**config.mk**
```make
export PLATFORM = sky130hd
export DESIGN_NAME = payload_engine_ctrl_flat
export DESIGN_NICKNAME = d
export VERILOG_FILES = /design/src/rtl/payload_engine_ctrl_if.sv /design/src/rtl/payload_engine_ctrl.sv /design/src/flat_wrapper.sv
export SDC_FILE = /design/constraint.sdc
export NUM_CORES = 1
export LEC_CHECK = 0
export BUFFER_PORTS_ARGS = -buffer_cell sky130_fd_sc_hd__clkbuf_2
export CORE_MARGIN = 3
export CORE_UTILIZATION = 51
export DETAILED_ROUTE_END_ITERATION = 8
export PLACE_DENSITY = 0.79
export SLEW_MARGIN = 5
export SYNTH_ARGS = -nofsm -noshare
export SYNTH_HDL_FRONTEND = slang
export SYNTH_SLANG_ARGS = --single-unit
```
**constraint.sdc**
```tcl
create_clock -name clk -period 2.15 [get_ports clk]
set_input_delay 0.3225 -clock clk [delete_from_list [all_inputs] [get_ports clk]]
set_output_delay 0.3225 -clock clk [all_outputs]
set_load 0.02 [all_outputs]
```
**src/rtl/payload_engine_ctrl_if.sv**
```systemverilog
`default_nettype none
// ============================================================================
// Module      : payload_engine_ctrl_if
// Description : Bundle of payload input, engine broadcast and result signals
//               for the payload engine sequencer.
//               master = sequencer side, slave = source/sink side.
// Revision    : 1.0 - initial release
// ============================================================================
interface payload_engine_ctrl_if #(
    parameter int N_ENG = 16
);
    // Payload input stream
    logic [7:0]       in_data;
    logic             in_valid;
    logic             in_sop;
    logic             in_eop;
    logic             in_ready;
    // Engine broadcast
    logic [7:0]       eng_data;
    logic             eng_en;
    logic             eng_sod;
    logic [N_ENG-1:0] eng_match;
    // Result channel
    logic [N_ENG-1:0] res_vec;
    logic [15:0]      res_len;
    logic             res_err;
    logic             res_valid;
    logic             res_ready;
    // Discard indication
    logic             drop_pulse;

    modport master (
        input  in_data, in_valid, in_sop, in_eop, eng_match, res_ready,
        output in_ready, eng_data, eng_en, eng_sod,
               res_vec, res_len, res_err, res_valid, drop_pulse
    );

    modport slave (
        output in_data, in_valid, in_sop, in_eop, eng_match, res_ready,
        input  in_ready, eng_data, eng_en, eng_sod,
               res_vec, res_len, res_err, res_valid, drop_pulse
    );
endinterface
`default_nettype wire

```
**src/rtl/payload_engine_ctrl.sv**
```systemverilog
`default_nettype none
// ============================================================================
// Module      : payload_engine_ctrl
// Description : Sequences packet bytes into a bank of parallel match engines:
//               clears them at start of packet, broadcasts each byte, pads
//               with flush bytes after the last byte, then captures and holds
//               the engine match vector until the result is taken.
// Revision    : 1.0 - initial release
// ============================================================================
module payload_engine_ctrl #(
    parameter int         N_ENG        = 16,
    parameter int         DRAIN_CYCLES = 2,
    parameter logic [7:0] FLUSH_BYTE   = 8'h0A
) (
    input  logic                 clk,
    input  logic                 rst_n,
    payload_engine_ctrl_if.master bus
);
    typedef enum logic [2:0] {
        S_IDLE   = 3'd0,
        S_CLEAR  = 3'd1,
        S_RUN    = 3'd2,
        S_DRAIN  = 3'd3,
        S_REPORT = 3'd4
    } state_t;

    // Drain counter: flush bytes while below C_FLUSH_END, one idle cycle for
    // the engines to settle, capture when it reaches C_CAPTURE.
    localparam logic [4:0] C_FLUSH_END = 5'(DRAIN_CYCLES);
    localparam logic [4:0] C_CAPTURE   = 5'(DRAIN_CYCLES + 1);

    state_t           state_q, state_d;
    logic [7:0]       eng_data_q, eng_data_d;
    logic             eng_en_q, eng_en_d;
    logic             drop_q, drop_d;
    logic [15:0]      len_q, len_d;
    logic             err_q, err_d;
    logic [N_ENG-1:0] vec_q, vec_d;
    logic             valid_q, valid_d;
    logic [4:0]       dcnt_q, dcnt_d;
    logic             w_in_ready;

    // State register; reset aborts any packet in flight.
    always_ff @(posedge clk or negedge rst_n) begin
        if (!rst_n) state_q <= S_IDLE;
        else        state_q <= state_d;
    end

    // Next-state and datapath next values.
    always_comb begin
        state_d    = state_q;
        eng_data_d = eng_data_q;
        eng_en_d   = 1'b0;
        drop_d     = 1'b0;
        len_d      = len_q;
        err_d      = err_q;
        vec_d      = vec_q;
        valid_d    = valid_q;
        dcnt_d     = dcnt_q;
        w_in_ready = 1'b0;
        case (state_q)
            S_IDLE: begin
                // Stray bytes are swallowed; a sop byte is left on the bus
                // and consumed later in RUN.
                w_in_ready = bus.in_valid & ~bus.in_sop;
                drop_d     = bus.in_valid & ~bus.in_sop;
                if (bus.in_valid && bus.in_sop) state_d = S_CLEAR;
            end
            S_CLEAR: begin
                len_d   = 16'd0;
                err_d   = 1'b0;
                state_d = S_RUN;
            end
            S_RUN: begin
                w_in_ready = 1'b1;
                if (bus.in_valid) begin
                    eng_data_d = bus.in_data;
                    eng_en_d   = 1'b1;
                    if (len_q != 16'hFFFF) len_d = len_q + 16'd1;
                    // A late sop is flagged but the packet carries on.
                    if (bus.in_sop && (len_q != 16'd0)) err_d = 1'b1;
                    if (bus.in_eop) begin
                        state_d = S_DRAIN;
                        dcnt_d  = 5'd0;
                    end
                end
            end
            S_DRAIN: begin
                dcnt_d = dcnt_q + 5'd1;
                if (dcnt_q < C_FLUSH_END) begin
                    eng_en_d   = 1'b1;
                    eng_data_d = FLUSH_BYTE;
                end else if (dcnt_q == C_CAPTURE) begin
                    vec_d   = bus.eng_match;
                    valid_d = 1'b1;
                    state_d = S_REPORT;
                end
            end
            S_REPORT: begin
                if (bus.res_ready) begin
                    valid_d = 1'b0;
                    state_d = S_IDLE;
                end
            end
            default: state_d = S_IDLE;
        endcase
    end

    // Datapath registers.
    always_ff @(posedge clk or negedge rst_n) begin
        if (!rst_n) begin
            eng_data_q <= 8'd0;
            eng_en_q   <= 1'b0;
            drop_q     <= 1'b0;
            len_q      <= 16'd0;
            err_q      <= 1'b0;
            vec_q      <= '0;
            valid_q    <= 1'b0;
            dcnt_q     <= 5'd0;
        end else begin
            eng_data_q <= eng_data_d;
            eng_en_q   <= eng_en_d;
            drop_q     <= drop_d;
            len_q      <= len_d;
            err_q      <= err_d;
            vec_q      <= vec_d;
            valid_q    <= valid_d;
            dcnt_q     <= dcnt_d;
        end
    end

    // in_ready is gated so it reads 0 while reset is held; eng_sod clears
    // the engines during reset without waiting for a clock.
    assign bus.in_ready   = rst_n & w_in_ready;
    assign bus.eng_sod    = ~rst_n | (state_q == S_CLEAR);
    assign bus.eng_data   = eng_data_q;
    assign bus.eng_en     = eng_en_q;
    assign bus.drop_pulse = drop_q;
    assign bus.res_vec    = vec_q;
    assign bus.res_len    = len_q;
    assign bus.res_err    = err_q;
    assign bus.res_valid  = valid_q;
endmodule
`default_nettype wire

```
**src/flat_wrapper.sv**
```systemverilog
// flat-port wrapper written by rule: the top's interface ports become plain ports
module payload_engine_ctrl_flat 
#(
    parameter int         N_ENG        = 16,
    parameter int         DRAIN_CYCLES = 2,
    parameter logic [7:0] FLUSH_BYTE   = 8'h0A
)
  (clk, rst_n, bus_in_data, bus_in_valid, bus_in_sop, bus_in_eop, bus_eng_match, bus_res_ready, bus_in_ready, bus_eng_data, bus_eng_en, bus_eng_sod, bus_res_vec, bus_res_len, bus_res_err, bus_res_valid, bus_drop_pulse);
  payload_engine_ctrl_if #(.N_ENG(N_ENG)) bus_i ();
  input  logic clk;
  input  logic rst_n;
  input wire logic [$bits(bus_i.in_data)-1:0] bus_in_data;
  input wire logic [$bits(bus_i.in_valid)-1:0] bus_in_valid;
  input wire logic [$bits(bus_i.in_sop)-1:0] bus_in_sop;
  input wire logic [$bits(bus_i.in_eop)-1:0] bus_in_eop;
  input wire logic [$bits(bus_i.eng_match)-1:0] bus_eng_match;
  input wire logic [$bits(bus_i.res_ready)-1:0] bus_res_ready;
  output wire logic [$bits(bus_i.in_ready)-1:0] bus_in_ready;
  output wire logic [$bits(bus_i.eng_data)-1:0] bus_eng_data;
  output wire logic [$bits(bus_i.eng_en)-1:0] bus_eng_en;
  output wire logic [$bits(bus_i.eng_sod)-1:0] bus_eng_sod;
  output wire logic [$bits(bus_i.res_vec)-1:0] bus_res_vec;
  output wire logic [$bits(bus_i.res_len)-1:0] bus_res_len;
  output wire logic [$bits(bus_i.res_err)-1:0] bus_res_err;
  output wire logic [$bits(bus_i.res_valid)-1:0] bus_res_valid;
  output wire logic [$bits(bus_i.drop_pulse)-1:0] bus_drop_pulse;
  assign bus_i.in_data = bus_in_data;
  assign bus_i.in_valid = bus_in_valid;
  assign bus_i.in_sop = bus_in_sop;
  assign bus_i.in_eop = bus_in_eop;
  assign bus_i.eng_match = bus_eng_match;
  assign bus_i.res_ready = bus_res_ready;
  assign bus_in_ready = bus_i.in_ready;
  assign bus_eng_data = bus_i.eng_data;
  assign bus_eng_en = bus_i.eng_en;
  assign bus_eng_sod = bus_i.eng_sod;
  assign bus_res_vec = bus_i.res_vec;
  assign bus_res_len = bus_i.res_len;
  assign bus_res_err = bus_i.res_err;
  assign bus_res_valid = bus_i.res_valid;
  assign bus_drop_pulse = bus_i.drop_pulse;
  payload_engine_ctrl #(.N_ENG(N_ENG), .DRAIN_CYCLES(DRAIN_CYCLES), .FLUSH_BYTE(FLUSH_BYTE)) u_core (.clk(clk), .rst_n(rst_n), .bus(bus_i));
endmodule
```
---- Yosys cells after proc, flatten, opt, wreduce, memory -nomap -nowiden ----
Cells that the tools add are included.
Widths: inputs -> output; s select.
word-level totals
  register bits ........................... 52
  output and inout bits ................... 46
operators by class
  add/subtract/negate cells ............... 2
  magnitude comparators ................... 1
  equal/unequal tests ..................... 15
  muxes and demuxes ....................... 28
  bitwise operators ....................... 6
  reductions and logical operators ........ 14
operators with widths
  kind                   count
  $mux 16                2
  $pmux 16 s2            1
  $mux 3                 6
  $add 16x1->16 const B  1
  $mux 8                 2
  $ne 16x16->1 const B   1
  $pmux 8 s2             1
  $reduce_bool 16->1     1
  $pmux 3 s5             1
  $reduce_and 3->1       5
  $mux 5                 2
  $ne 2x1->1 const B     5
  $pmux 5 s2             1
  $mux 1                 8
  $ne 2x2->1 const B     4
  $pmux 1 s2             4
  $eq 3x2->1 const B     2
  $reduce_and 6->1       1
  $reduce_bool 2->1      3
  $add 5x1->5 const B    1
  $eq 5x2->1 const B     1
  $lt 5x2->1 const B     1
  $reduce_and 4->1       1
  $eq 3x1->1 const B     1
  6 further kinds        10

---- Logic depth before layout (Yosys ltp) ----
  word-level depth ........................ 5
  gate-level depth with buffers ........... 9
  mapped depth without buffers ............ 6

---- Worst setup path before layout ----
No wires, ideal clock.
  path type ............................... register to register
  from .................................... register u_core.len_q[0], in the netlist u_core.bus.res_len[0]
  to ...................................... register u_core.len_q[3], in the netlist u_core.bus.res_len[3]
  setup time .............................. 127 ps
  data arrival time ....................... 1,756 ps
  required time ........................... 2,023 ps
  path slack .............................. 268 ps
  cell stages (with the launch flop) ...... 8
  buffers on the path ..................... 1
  clock period less this slack ............ 1,882 ps
  cell sequence ........................... dfrtp_1 > ha_1 > and2_1 > and4_4 > buf_6 > a21oi_4 > and3_2 > a221o_2
between the ends
  longest elaborated chain between the ends .. 4
  elaborated cells between the ends (all ways) .. 7
RTL lines
  element                 RTL line                    text
  start, declared         payload_engine_ctrl.sv:36   logic [15:0] len_q, len_d;
  start signal, assigned  payload_engine_ctrl.sv:124  len_q <= len_d;
  $add 16x1->16           payload_engine_ctrl.sv:79   if (len_q != 16'hFFFF) len_d = len_q + 16'd1;
  $mux 16                 payload_engine_ctrl.sv:79
  $mux 16                 payload_engine_ctrl.sv:76   if (bus.in_valid) begin
  $pmux 16 s2             payload_engine_ctrl.sv:61   case (state_q)
Parallel ways exist; a longest one is shown, timed or not. The select of a mux whose other input is x is not followed.
A chain may end at the register's enable or synchronous reset.

---- Worst setup path in the final report ----
  from .................................... register u_core.len_q[1], in the netlist u_core.bus.res_len[1]
  to ...................................... register u_core.len_q[11], in the netlist u_core.bus.res_len[11]
Same word-level chain as after synthesis.

==> impl_metrics.toml <==
[detailed_routing]
viasPerCell = 5.59
num_vias = 2080
drt-initial-drc-count = 223
route.antenna.remaining_nets = 0
wl_per_cell_um = 15.8
first_pass_iters = 4
drc = 0
wirelength_mm = 5.87

[clock_network]
cts_max_path_buffers = 2
insertion_delay_ns = 0.31
postCtsSetupRepairBufs = 0
cts_tree = "yes"
clk_pin_slew_ns = 0.10
cts_root_buf = "clkbuf_8"
cts_resized = 0
clock-sinks = 52
htreeDepth = 2
ctsHoldBuffers = 0
cts_buffers = 5

[global_routing]
grt_use_met2_pct = 33.7
top_usage_layer = "met2"
grt_pass1_wl_mm = 9.04
grt_pass1_vias = 1883
grt-ovfl-total = 0
met3_usage_pct = 4.88
grt_usage_pct = 21.0
grt_antenna_before_repair = 0
use_met1_pct = 28.4
grt_max_degree = 43

[floorplan]
io_pins = 76
die_x_um = 75.8
core_region_area_um2 = 4530
die-area_um2 = 5750
initial_core_util_pct = 54.9
fp.dieH_um = 75.8
rows = 24

[sta]
hold_viol = 0
fin_skew_ns = 0.0136
rsz0062_at_grt = "false"
finalCritPeriodShare_pct = 93.7
drv_slew = 0
finalSetupViolations = 0
max_freq_mhz = 497
tns_ns = 0
setup_slack_ns = 0.136
tightest_slew_ns = 0.538
layout_min_cycle_time_ns = 2.01
timing.slew.headroom_pct = 63.9

[cells_and_area]
nets = 339
stdcell_count = 372
antenna_cells = 0
syn2layout_area_growth_pct = 21.2
drive_above_1_share_pct = 37.8

[placement]
gp_congestion = 0.933
dp_cells = 364
port-buffer-count = 75
place_ws_ns = 0.176
dp_hpwl_mm = 4.35

[worst_setup_path]
critPathBufInv = 0
path_cells = "ha_1 -> and2_1 -> and4_4 -> a21oi_4 -> or2b_1 -> a31oi_1"
endpoint_kind = "flop"
required_ns = 2.38
r2r_setup_slack_ns = 0.14
rr_worst_depth = 6
path_class = "reg -> reg"
critPathLaunchType = "flop"
cpLargestDelayFamily = "simple AND/OR/NAND/NOR gates"
crit_fanout = 22
crit_cells = 6
critPathMaxStageDelay_ns = 0.46
crit_slowest_cell = "a21oi_4"
arrival_ns = 2.25

[pwr]
leakagePower_nw = 1.54
powerDensity_nw_per_um2 = 1300
ir_drop_mv = 0.721

[logic_synthesis]
netlist_area_um2 = 2490
synth.yosys.seq_area_share_pct = 52.3
ys.flop_type = "dfrtp_1"
synth_area_per_cell_um2 = 11.0
yosys-top-cells-area = "dfrtp_1 52%, mux2_2 7.2%, nand2_1 2.6%"
synthesis.instances = 227
syn-num-nets = 260
synth-seq-cells = 52
yosysUniqueCellTypes = 48
netlist.area_leader.share_pct = 52.3
synth_top_area_cell = "dfrtp_1"
synth-async-reset-ratio_pct = 100
synth_edf_count = 0
ys.warnings.count = 0

[worst_hold_path]
hold_class = "in -> async"

[flow_run]
cap_violations = 0

[status]
outcome = "complete, no violations"
## synth_stat cells, types with 3 or more instances
| cell type | instances |
|---|---|
| dfrtp_1 | 52 |
| nand2_1 | 17 |
| mux2_2 | 16 |
| nand3_1 | 11 |
| a21oi_1 | 10 |
| a31oi_1 | 10 |
| nor2_1 | 10 |
| a22o_1 | 7 |
| o21ai_0 | 7 |
| and3_1 | 6 |
| inv_1 | 6 |
| and2_1 | 5 |
| buf_6 | 4 |
| nand4_1 | 4 |
| nor2b_1 | 4 |
| a21o_1 | 3 |
| a41oi_1 | 3 |
| clkbuf_1 | 3 |
| ha_1 | 3 |
| nand2b_1 | 3 |
| nor3_1 | 3 |
| nor4_1 | 3 |
| o21ai_1 | 3 |
| xor2_1 | 3 |
## area by class of cell
class / instances / area (µm²)
fillers: 365 / 1520
repair buffers: 84 / 443
clock inverters: 2 / 16.3
well taps: 65 / 81.3
multi-input cells: 157 / 1080
flip-flops and latches: 52 / 1300
clock buffers: 6 / 72.6
inverters: 6 / 22.5
## final timing paths
path	startpoint	to
setup / recovery	u_core.bus.res_len[1]$_DFFE_PN0P_	u_core.bus.res_len[11]$_DFFE_PN0P_
hold / removal	rst_n	u_core.bus.res_valid$_DFFE_PN0P_
setup reg to reg	u_core.bus.res_len[1]$_DFFE_PN0P_	u_core.bus.res_len[11]$_DFFE_PN0P_
hold reg to reg	u_core.bus.eng_data[5]$_DFFE_PN0P_	u_core.bus.eng_data[5]$_DFFE_PN0P_
max in group asynchronous	rst_n	u_core.bus.res_vec[1]$_DFFE_PN0P_
min in group clk	bus_in_data[4]	u_core.bus.eng_data[4]$_DFFE_PN0P_
## registers in the layout, summed over array words and instances (netlist names)
name                   flops
u_core.state_q             3
u_core.bus.eng_data        8
u_core.bus.drop_pulse      1
u_core.bus.res_vec        16
u_core.bus.res_err         1
u_core.bus.res_len        16
u_core.dcnt_q              5
u_core.bus.eng_en          1
u_core.bus.res_valid       1
## cells by family after synthesis
| logic type | share of synthesized area [%] |
|---|---|
| adders and majority gates | 1.51 |
| AOI/OAI and AO/OA | 16.3 |
| buffers and inverters | 4.38 |
| muxes | 7.24 |
| DFF | 52.3 |
| and+or+nand+nor | 17.2 |
| xor gates and xnor gates | 1.06 |
## where the power goes
group	total [mW]	leakage [nW]	internal [mW]	switching, mW
registers	1.55	0.670	1.31	0.242
logic	1.81	0.824	0.706	1.10
clock network	0.559	0.0414	0.232	0.327
## layer usage
layer / up-vias / part of all wire [%]
met5: - / 0
met1: 996 / 43
li1: 989 / -
met3: 8 / 7.3
met4: 0 / 1.1
met2: 87 / 49
## cell usage in the layout, fill, tap and decap left out, types with 7 or more instances in the layout
cell       n
clkbuf_2  75
dfrtp_1   52
nand2_1   17
mux2_2    16
nand3_1   11
nor2_1    10
a21oi_1   10
a31oi_1   10
buf_4      9
o21ai_0    7
a22o_1     7
## stage by stage
step	util, %	power (mW)	area, µm²	hold slack [ns]
floorplan	-	2.78	2490	0.0269
global placement	64.5	3.32	2930	0.360
detailed placement	64.5	3.38	2930	0.352
CTS	66.5	3.95	3010	0.00285
global route	66.5	4.17	3010	0.0110
finish	66.5	3.92	3010	0.0129
No activity file was read; power rests on OpenSTA's default activity.
